===== src/rtl/vga_timing_recovery.sv =====
// Sink-side VGA timing recovery: locks to hsync/vsync periods and regenerates x/y/active.
// Optional VGA_RX_STATS_EN adds frame_cnt/err_cnt statistics outputs.
module vga_timing_recovery #(
    parameter int H_BACK_PORCH = 48,
    parameter int H_ACTIVE     = 640,
    parameter int V_BACK_PORCH = 31,
    parameter int V_ACTIVE     = 480
) (
    input  logic        clk,
    input  logic        rst,
    input  logic        hsync_in,
    input  logic        vsync_in,
    output logic [9:0]  x,
    output logic [9:0]  y,
    output logic        active,
    output logic        locked,
    output logic        err,
    output logic [10:0] line_len,
    output logic [10:0] frame_lines
`ifdef VGA_RX_STATS_EN
    ,
    output logic [15:0] frame_cnt,
    output logic [15:0] err_cnt
`endif
);

    typedef enum logic [1:0] {SEARCH, MEASURE, LOCKED} state_t;

    localparam logic [10:0] CNT_MAX = 11'h7FF;
    localparam logic [10:0] HBP     = 11'(H_BACK_PORCH);
    localparam logic [10:0] HEND    = 11'(H_BACK_PORCH + H_ACTIVE);
    localparam logic [10:0] VBP     = 11'(V_BACK_PORCH);
    localparam logic [10:0] VEND    = 11'(V_BACK_PORCH + V_ACTIVE);

    state_t      state, state_nx;
    logic        hs_q, vs_q;
    logic        hrise, vrise;
    logic [10:0] hcnt, vcnt;
    logic [10:0] hlen;
    logic        hsat;
    logic        loss;
    logic        seen_h, have_cap, stable;
    logic        h_in, v_in;

    assign hrise = hsync_in & ~hs_q;
    assign vrise = vsync_in & ~vs_q;
    assign hlen  = hcnt + 11'd1;
    assign hsat  = (hcnt == CNT_MAX);

    always_ff @(posedge clk) begin
        if (!rst) state <= SEARCH;
        else      state <= state_nx;
    end

    always_comb begin
        state_nx = state;
        loss     = 1'b0;
        case (state)
            SEARCH: if (vrise) state_nx = MEASURE;
            MEASURE: begin
                if (hsat)                state_nx = SEARCH;
                else if (vrise && stable) state_nx = LOCKED;
            end
            LOCKED: begin
                loss = (hrise && (hlen != line_len)) ||
                       (vrise && (vcnt != frame_lines)) || hsat;
                if (loss) state_nx = SEARCH;
            end
            default: state_nx = SEARCH;
        endcase
    end

    always_ff @(posedge clk) begin
        if (!rst) begin
            hs_q        <= 1'b1;
            vs_q        <= 1'b1;
            hcnt        <= '0;
            vcnt        <= '0;
            err         <= 1'b0;
            line_len    <= '0;
            frame_lines <= '0;
            seen_h      <= 1'b0;
            have_cap    <= 1'b0;
            stable      <= 1'b0;
        end else begin
            hs_q <= hsync_in;
            vs_q <= vsync_in;
            err  <= loss;

            if (hrise)      hcnt <= '0;
            else if (!hsat) hcnt <= hcnt + 11'd1;

            // vrise wins over a coincident hrise so the new frame starts at row 0
            if (vrise)                           vcnt <= '0;
            else if (hrise && vcnt != CNT_MAX)   vcnt <= vcnt + 11'd1;

            if (state == MEASURE) begin
                if (hrise) begin
                    seen_h <= 1'b1;
                    // the first hrise only opens the measurement window
                    if (seen_h) begin
                        line_len <= hlen;
                        stable   <= have_cap && (hlen == line_len);
                        have_cap <= 1'b1;
                    end
                end
                if (vrise && stable && !hsat) frame_lines <= vcnt;
                if (vrise && !stable) begin
                    have_cap <= 1'b0;
                    stable   <= 1'b0;
                end
            end else begin
                seen_h   <= 1'b0;
                have_cap <= 1'b0;
                stable   <= 1'b0;
            end
        end
    end

    assign locked = (state == LOCKED);
    assign h_in   = (hcnt >= HBP) && (hcnt < HEND);
    assign v_in   = (vcnt >= VBP) && (vcnt < VEND);
    assign active = locked && h_in && v_in;
    assign x      = active ? 10'(hcnt - HBP) : 10'd0;
    assign y      = active ? 10'(vcnt - VBP) : 10'd0;

`ifdef VGA_RX_STATS_EN
    always_ff @(posedge clk) begin
        if (!rst) begin
            frame_cnt <= '0;
            err_cnt   <= '0;
        end else begin
            if (vrise && state == LOCKED) frame_cnt <= frame_cnt + 16'd1;
            if (err && err_cnt != 16'hFFFF) err_cnt <= err_cnt + 16'd1;
        end
    end
`endif

endmodule


===== config.mk =====
export PLATFORM = sky130hd
export DESIGN_NAME = vga_timing_recovery
export DESIGN_NICKNAME = d
export VERILOG_FILES = /design/src/rtl/vga_timing_recovery.sv
export SDC_FILE = /design/constraint.sdc
export NUM_CORES = 1
export LEC_CHECK = 0
export ABC_AREA = 1
export CORE_MARGIN = 8
export CORE_UTILIZATION = 40
export DETAILED_ROUTE_END_ITERATION = 8
export GPL_TIMING_DRIVEN = 0
export SLEW_MARGIN = 20
export SYNTH_ARGS = -nofsm -noshare
export SYNTH_HDL_FRONTEND = slang
export SYNTH_SLANG_ARGS = --single-unit

===== constraint.sdc =====
create_clock -name clk -period 4.9 [get_ports clk]
set_input_delay 1.47 -clock clk [delete_from_list [all_inputs] [get_ports clk]]
set_output_delay 1.47 -clock clk [all_outputs]
set_load 0.02 [all_outputs]

==> run_summary.xml, run 1 <==
<?xml version="1.0" encoding="UTF-8"?>
<metrics>
  <group name="timing">
    <metric name="worst_slew_pin_slew" unit="ps">554</metric>
    <metric name="period_needed" unit="ps">4290</metric>
    <metric name="worst_clock_skew" unit="ps">12.4</metric>
    <metric name="min_period_over_period" unit="%">87.6</metric>
    <metric name="timing.setup.tns" unit="ps">0</metric>
    <metric name="setup_slack" unit="ps">608</metric>
    <metric name="slew_violations" unit="">0</metric>
    <metric name="final-hold-violation-count" unit="">0</metric>
    <metric name="finalSetupViolCount" unit="">0</metric>
    <metric name="timing.slew.headroom" unit="%">62.9</metric>
    <metric name="grt_setup_unrepaired" unit="">false</metric>
    <metric name="max_freq" unit="GHz">0.233</metric>
  </group>
  <group name="clock_network">
    <metric name="clock_latency" unit="ps">300</metric>
    <metric name="cts.sink_count" unit="">52</metric>
    <metric name="tritoncts" unit="">yes</metric>
    <metric name="cts-htree-levels" unit="">2</metric>
    <metric name="cts_resized" unit="">0</metric>
    <metric name="postCtsSetupBuffers" unit="">0</metric>
    <metric name="cts_root_buffer" unit="">clkbuf_8</metric>
    <metric name="clockBufferDepth" unit="">2</metric>
    <metric name="hold_buffers" unit="">0</metric>
    <metric name="tritoncts.num_buffers" unit="">5</metric>
    <metric name="clock_slew_at_reported_path_ffs" unit="ps">100</metric>
  </group>
  <group name="placement">
    <metric name="buffer_ports.inserted" unit="">48</metric>
    <metric name="post-dp-hpwl" unit="um">5770</metric>
    <metric name="pre_cts_slack" unit="ps">984</metric>
    <metric name="dpl.cell_count" unit="">574</metric>
    <metric name="place.gp.congestion" unit="">0.927</metric>
  </group>
  <group name="route">
    <metric name="route.final.wire_length" unit="um">7470</metric>
    <metric name="drt.antenna.violating_nets" unit="">0</metric>
    <metric name="route.detailed.wl_per_inst" unit="um">12.8</metric>
    <metric name="drc" unit="">0</metric>
    <metric name="first_pass_iters" unit="">4</metric>
    <metric name="vias" unit="">2775</metric>
    <metric name="post_drt_via_cell_ratio" unit="">4.78</metric>
    <metric name="initialDrtViolationCount" unit="">181</metric>
  </group>
  <group name="synthesis">
    <metric name="yosys.cell_types.count" unit="">36</metric>
    <metric name="ys_seq_area_share" unit="%">35.7</metric>
    <metric name="edff_count_synth" unit="">0</metric>
    <metric name="synth_area_per_cell" unit="um^2">6.83</metric>
    <metric name="synthFlopType" unit="">dfxtp_1</metric>
    <metric name="post_synth_instance_area" unit="um^2">2920</metric>
    <metric name="synth.most_common_cell" unit="">inv_1</metric>
    <metric name="ys_async_sr_fraction" unit="%">0</metric>
    <metric name="yosys-top-cells-count" unit="">inv_1, nand2_1, dfxtp_1</metric>
    <metric name="netlist_top_cells_area" unit="">dfxtp_1, inv_1, nand2_1, a21oi_1, nor2_1</metric>
    <metric name="synth-seq-cells" unit="">52</metric>
    <metric name="post-synth-top-area-cell" unit="">dfxtp_1</metric>
    <metric name="ys_warn_count" unit="">0</metric>
    <metric name="synthDominantCellAreaShare" unit="%">35.7</metric>
    <metric name="synth_instances" unit="">427</metric>
    <metric name="syn_nets" unit="">435</metric>
  </group>
  <group name="setup_path">
    <metric name="crit_slowest_cell" unit="">clkdlybuf4s50_1</metric>
    <metric name="critical-path-max-stage-delay" unit="ps">630</metric>
    <metric name="worst_path_dominant_cell_family" unit="">buffers and inverters</metric>
    <metric name="setup.worst_path.start_class" unit="">flop</metric>
    <metric name="cells_along_the_critical_path" unit="">ha_1 &gt; inv_1 &gt; nor2_1 &gt; a41oi_1 &gt; nor4_1 &gt; o21ai_2 &gt; buf_4 &gt; nor2_1 &gt; clkdlybuf4s50_1</metric>
    <metric name="endpoint_kind" unit="">primary output</metric>
    <metric name="critPathMaxFanout" unit="">10</metric>
    <metric name="worst_ep_required_time" unit="ps">3430</metric>
    <metric name="path_class" unit="">reg2out</metric>
    <metric name="critPathBufInv" unit="">3</metric>
    <metric name="rrSetupSlack" unit="ps">2910</metric>
    <metric name="critPathArrivalTime" unit="ps">2820</metric>
    <metric name="timing.critical_path.mode_cell" unit="">nor2_1</metric>
  </group>
  <group name="floorplan">
    <metric name="design.core.area" unit="um^2">7180</metric>
    <metric name="initial_core_util" unit="%">40.7</metric>
    <metric name="dieArea" unit="um^2">10300</metric>
    <metric name="die_height" unit="um">101</metric>
    <metric name="std_cell_rows" unit="">31</metric>
    <metric name="die_w" unit="um">101</metric>
    <metric name="io-pin-count" unit="">49</metric>
  </group>
  <group name="hold_path">
    <metric name="holdCritPathClass" unit="">reg2reg</metric>
  </group>
  <group name="global_route">
    <metric name="grt_start_max_net_pins" unit="">15</metric>
    <metric name="grt_pass1_wl" unit="um">12500</metric>
    <metric name="grt_antenna_before_repair" unit="">0</metric>
    <metric name="grt.total_usage" unit="%">15.1</metric>
    <metric name="grt_pass1_vias" unit="">2722</metric>
    <metric name="grt_overflow" unit="">0</metric>
  </group>
  <group name="power">
    <metric name="pwr_density_cell" unit="nW/um^2">201</metric>
    <metric name="leakage" unit="nW">1.52</metric>
    <metric name="irDropWorstVdd" unit="uV">93.5</metric>
    <metric name="clock_power_share" unit="%">32.4</metric>
    <metric name="post-layout-total-power" unit="uW">722</metric>
    <metric name="switching_share" unit="%">24.6</metric>
    <metric name="share_seq_of_total_power" unit="%">60.2</metric>
    <metric name="power_frac_comb" unit="%">7.5</metric>
    <metric name="net_switching_power_figure" unit="uW">178</metric>
    <metric name="internal_cell_power" unit="uW">544</metric>
  </group>
  <group name="final_layout">
    <metric name="num_antenna_cells" unit="">0</metric>
    <metric name="area_delta_synth_final" unit="%">23.4</metric>
    <metric name="drive_above_1_share" unit="%">7.26</metric>
    <metric name="stdcell_count" unit="">581</metric>
    <metric name="fin_nets" unit="">490</metric>
  </group>
  <group name="outcome">
    <metric name="run_status" unit="">completed</metric>
  </group>
  <group name="job">
    <metric name="max_cap_viol_count" unit="">0</metric>
  </group>
</metrics>
-- metal layers --
metal	GRT usage, %	vias to the layer above	part of all wire (%)	wire, um
met1	18.0	1220	49	3620
met4	5.50	0	1.2	87
met3	2.68	6	3.9	293
met2	26.2	67	46	3460
met5	0	-	0	0
li1	-	1482	-	-
-- through the flow --
step	hold slack [ps]	area (um^2)	util [%]
2_1_floorplan	425	2920	-
6_report	459	3600	50.2
4_1_cts	460	3600	50.2
3_3_place_gp	439	3520	49.1
3_5_place_dp	447	3520	49.1
5_1_grt	485	3600	50.2
-- cell usage in the layout, fill, tap and decap left out, types with 7 or more instances in the layout --
| cell | instances |
|---|---|
| nor2_1 | 51 |
| nor3_1 | 9 |
| nand2_1 | 64 |
| xor2_1 | 15 |
| a21oi_1 | 43 |
| o21ai_0 | 35 |
| inv_1 | 69 |
| clkdlybuf4s50_1 | 48 |
| clkbuf_1 | 7 |
| nand3_1 | 26 |
| dfxtp_1 | 52 |
-- area by class of cell --
type / count / area, um^2
buffer: 14 / 67.6
clock buffer: 6 / 72.6
clock inverter: 1 / 5.00
fill: 768 / 3580
inverter: 70 / 263
multi-input combinational: 291 / 1550
sequential: 52 / 1040
tap: 99 / 124
timing repair buffer: 48 / 480
-- kinds of logic (layout without fill, tap and decap cells) --
kind of cell / after synthesis / in the layout / share of synthesized area, %
AO/OA/AOI/OAI: 90 / 90 / 16.4
XOR/XNOR: 20 / 20 / 6.65
adder cells (fa/ha/maj): 4 / 4 / 1.72
buffers and inverters: 84 / 139 / 11.3
flip-flops: 52 / 52 / 35.7
AND/OR/NAND/NOR: 177 / 177 / 28.2
-- tightest hold or removal path, cell delays in order, from the launching register on --
cell and delay [ps]:
dfxtp_1 320, inv_1 50, a21oi_1 50
-- registers in the layout, indices dropped and copies added, names as in the netlist --
signal,flops
err,1
frame_lines,11
have_cap,1
hcnt,11
hs_q,1
line_len,11
seen_h,1
stable,1
state,2
vcnt,11
vs_q,1
-- power groups by stage --
stage,registers (mW),logic [mW],clock network (mW)
2_1_floorplan,0.442,0.0389,0
3_3_place_gp,0.444,0.0541,0
3_5_place_dp,0.444,0.0544,0
4_1_cts,0.434,0.0546,0.242
5_1_grt,0.435,0.0617,0.260
6_report,0.434,0.0539,0.234
-- path summary, 6_finish.rpt --
kind                         start                     to  cells after the start
max reg2reg   hcnt[5]$_SDFFE_PP0N_  state[1]$_SDFFE_PN0P_                     11
max           hcnt[5]$_SDFFE_PP0N_                   y[9]                      9
min          have_cap$_SDFFE_PP0P_  have_cap$_SDFFE_PP0P_                      2
min reg2reg  have_cap$_SDFFE_PP0P_  have_cap$_SDFFE_PP0P_                      2
(Power assumes the default switching activity.)
==> inputs of run 2 (changes only) <==
--- a/config.mk
+++ b/config.mk
@@ -6,11 +6,12 @@
 export NUM_CORES = 1
 export LEC_CHECK = 0
 export ABC_AREA = 1
+export ABC_CLOCK_PERIOD_IN_PS = 4900
 export CORE_MARGIN = 8
 export CORE_UTILIZATION = 40
 export DETAILED_ROUTE_END_ITERATION = 8
 export GPL_TIMING_DRIVEN = 0
-export SLEW_MARGIN = 20
+export SLEW_MARGIN = 10
 export SYNTH_ARGS = -nofsm -noshare
 export SYNTH_HDL_FRONTEND = slang
 export SYNTH_SLANG_ARGS = --single-unit
==> results of run 2 <==
The final DEF is identical to that of run 1; final timing and power are the same.
==> inputs of run 3 (changes only) <==
--- a/config.mk
+++ b/config.mk
@@ -8,9 +8,10 @@
 export ABC_AREA = 1
 export ABC_CLOCK_PERIOD_IN_PS = 4900
 export CORE_MARGIN = 8
-export CORE_UTILIZATION = 40
+export CORE_UTILIZATION = 45
 export DETAILED_ROUTE_END_ITERATION = 8
 export GPL_TIMING_DRIVEN = 0
+export PLACE_DENSITY = 0.69
 export SLEW_MARGIN = 10
 export SYNTH_ARGS = -nofsm -noshare
 export SYNTH_HDL_FRONTEND = slang
==> run 3 against run 2 <==
Net effect: maximum frequency decreased by 0.53%; flip-flop and latch count unchanged; first-iteration DRC count decreased by 36%; clock-buffer cell count decreased by 1; cell area decreased by 0.66%; total power about the same; non-clock buffer count unchanged; critical path type unchanged; largest power group unchanged; highest routed layer unchanged.
==> run_summary.xml, run 3 (synthesis gave the netlist of run 1 again) <==
<?xml version="1.0" encoding="UTF-8"?>
<metrics>
  <group name="clock_network">
    <metric name="tritoncts" unit="">yes</metric>
    <metric name="cts.sink_count" unit="">52</metric>
    <metric name="clock_latency" unit="ps">300</metric>
    <metric name="hold_buffers" unit="">0</metric>
    <metric name="clock_slew_at_reported_path_ffs" unit="ps">100</metric>
    <metric name="cts_resized" unit="">0</metric>
    <metric name="postCtsSetupBuffers" unit="">0</metric>
    <metric name="tritoncts.num_buffers" unit="">5</metric>
    <metric name="cts-htree-levels" unit="">2</metric>
    <metric name="clockBufferDepth" unit="">2</metric>
    <metric name="cts_root_buffer" unit="">clkbuf_8</metric>
  </group>
  <group name="global_route">
    <metric name="grt_pass1_wl" unit="um">12000</metric>
    <metric name="grt_pass1_vias" unit="">2658</metric>
    <metric name="grt_overflow" unit="">0</metric>
    <metric name="grt_antenna_before_repair" unit="">0</metric>
    <metric name="grt.total_usage" unit="%">16.1</metric>
    <metric name="grt_start_max_net_pins" unit="">16</metric>
  </group>
  <group name="route">
    <metric name="route.final.wire_length" unit="um">7290</metric>
    <metric name="route.detailed.wl_per_inst" unit="um">13.0</metric>
    <metric name="met3RoutedLength" unit="um">344</metric>
    <metric name="vias" unit="">2839</metric>
    <metric name="routed.top_layer" unit="">met4</metric>
    <metric name="drc" unit="">0</metric>
    <metric name="drt-met1-wl" unit="um">3430</metric>
    <metric name="first_pass_iters" unit="">4</metric>
    <metric name="post_drt_via_cell_ratio" unit="">5.08</metric>
    <metric name="drt.antenna.violating_nets" unit="">0</metric>
    <metric name="wl_met2" unit="um">3400</metric>
    <metric name="initialDrtViolationCount" unit="">115</metric>
  </group>
  <group name="final_layout">
    <metric name="drive_above_1_share" unit="%">7.47</metric>
    <metric name="area_delta_synth_final" unit="%">22.6</metric>
    <metric name="fin_nets" unit="">490</metric>
    <metric name="layout.core_utilization" unit="%">56.6</metric>
    <metric name="num_antenna_cells" unit="">0</metric>
    <metric name="mostFrequentLayoutCell" unit="">inv_1</metric>
    <metric name="mostFrequentLayoutCells" unit="">inv_1, nand2_1, dfxtp_1</metric>
  </group>
  <group name="outcome">
    <metric name="run_status" unit="">completed</metric>
  </group>
  <group name="floorplan">
    <metric name="design.core.area" unit="um^2">6310</metric>
    <metric name="std_cell_rows" unit="">29</metric>
    <metric name="die_w" unit="um">96.5</metric>
    <metric name="die_height" unit="um">96.5</metric>
    <metric name="initial_core_util" unit="%">46.2</metric>
    <metric name="io-pin-count" unit="">49</metric>
    <metric name="dieArea" unit="um^2">9320</metric>
  </group>
  <group name="setup_path">
    <metric name="path_class" unit="">reg2out</metric>
    <metric name="endpoint_kind" unit="">primary output</metric>
    <metric name="setup.worst_path.start_class" unit="">flop</metric>
    <metric name="worst_ep_required_time" unit="ps">3430</metric>
    <metric name="critPathArrivalTime" unit="ps">2840</metric>
    <metric name="critPathMaxFanout" unit="">10</metric>
  </group>
  <group name="timing">
    <metric name="min_period_over_period" unit="%">88.0</metric>
    <metric name="period_needed" unit="ps">4310</metric>
    <metric name="timing.slew.headroom" unit="%">61.2</metric>
    <metric name="finalSetupViolCount" unit="">0</metric>
    <metric name="worst_clock_skew" unit="ps">9.85</metric>
    <metric name="slew_violations" unit="">0</metric>
    <metric name="timing.setup.tns" unit="ps">0</metric>
    <metric name="grt_setup_unrepaired" unit="">false</metric>
    <metric name="worst_slew_pin_slew" unit="ps">580</metric>
    <metric name="final-hold-violation-count" unit="">0</metric>
    <metric name="fin_worst_hold_slack" unit="ps">461</metric>
    <metric name="max_freq" unit="GHz">0.232</metric>
  </group>
  <group name="placement">
    <metric name="place.gp.congestion" unit="">0.923</metric>
    <metric name="buffer_ports.inserted" unit="">48</metric>
    <metric name="post-dp-hpwl" unit="um">5560</metric>
  </group>
  <group name="power">
    <metric name="post-layout-total-power" unit="uW">721</metric>
    <metric name="leakage" unit="nW">1.52</metric>
    <metric name="irDropWorstVdd" unit="uV">126</metric>
    <metric name="pwr_density_cell" unit="nW/um^2">202</metric>
  </group>
  <group name="hold_path">
    <metric name="holdCritPathClass" unit="">reg2reg</metric>
  </group>
  <group name="job">
    <metric name="max_cap_viol_count" unit="">0</metric>
  </group>
</metrics>
[run 3: cell count changes in the layout (fill, tap and decap cells not counted)]
cell | previous run | this run
clkbuf_1 | 7 | 6
clkinvlp_4 | 0 | 1
[run 3: per-layer routing]
layer	GRT usage, %	vias to the layer above
li1	-	1485
met1	19.1	1288
met2	28.1	55
met3	2.94	11
met4	5.80	0
met5	0	-
[run 3: area by class of cell]
class	count	area (um^2)
plain buffers	14	67.6
clock buffers	5	68.8
clock inverters	2	12.5
fillers	642	2740
inverters	70	263
multi-input cells	291	1550
flip-flops and latches	52	1040
well taps	77	96.3
repair buffers	48	480
[run 3: worst paths after layout]
path,startpoint,to,slack (ps),depth (start not counted)
setup / recovery,hcnt[5]$_SDFFE_PP0N_,y[9],590,9
hold / removal,have_cap$_SDFFE_PP0P_,have_cap$_SDFFE_PP0P_,460,2
setup reg to reg,hcnt[5]$_SDFFE_PP0N_,state[1]$_SDFFE_PN0P_,2900,11
hold reg to reg,have_cap$_SDFFE_PP0P_,have_cap$_SDFFE_PP0P_,460,2
[run 3: through the flow]
stage | std cells | cell area (um^2) | setup slack, ps
2_1_floorplan | 427 | 2920 | 1500
3_3_place_gp | 552 | 3490 | 1010
3_5_place_dp | 552 | 3490 | 993
4_1_cts | 559 | 3580 | 627
5_1_grt | 559 | 3580 | 428
6_report | 559 | 3580 | 586
[run 3: worst max-delay path, stage by stage, from the launching register on]
cell,delay (ps)
dfxtp_1,500
ha_1,250
inv_1,60
nor2_1,140
a41oi_1,190
nor4_1,270
o21ai_2,140
buf_4,200
nor2_1,160
clkdlybuf4s50_1,640
[run 3: power by group]
group	internal (mW)	switching (mW)	leakage (nW)	total [mW]
clock network	0.0970	0.136	0.0400	0.233
registers	0.428	0.00625	0.421	0.434
logic	0.0187	0.0350	1.06	0.0538
total	0.544	0.178	1.52	0.721
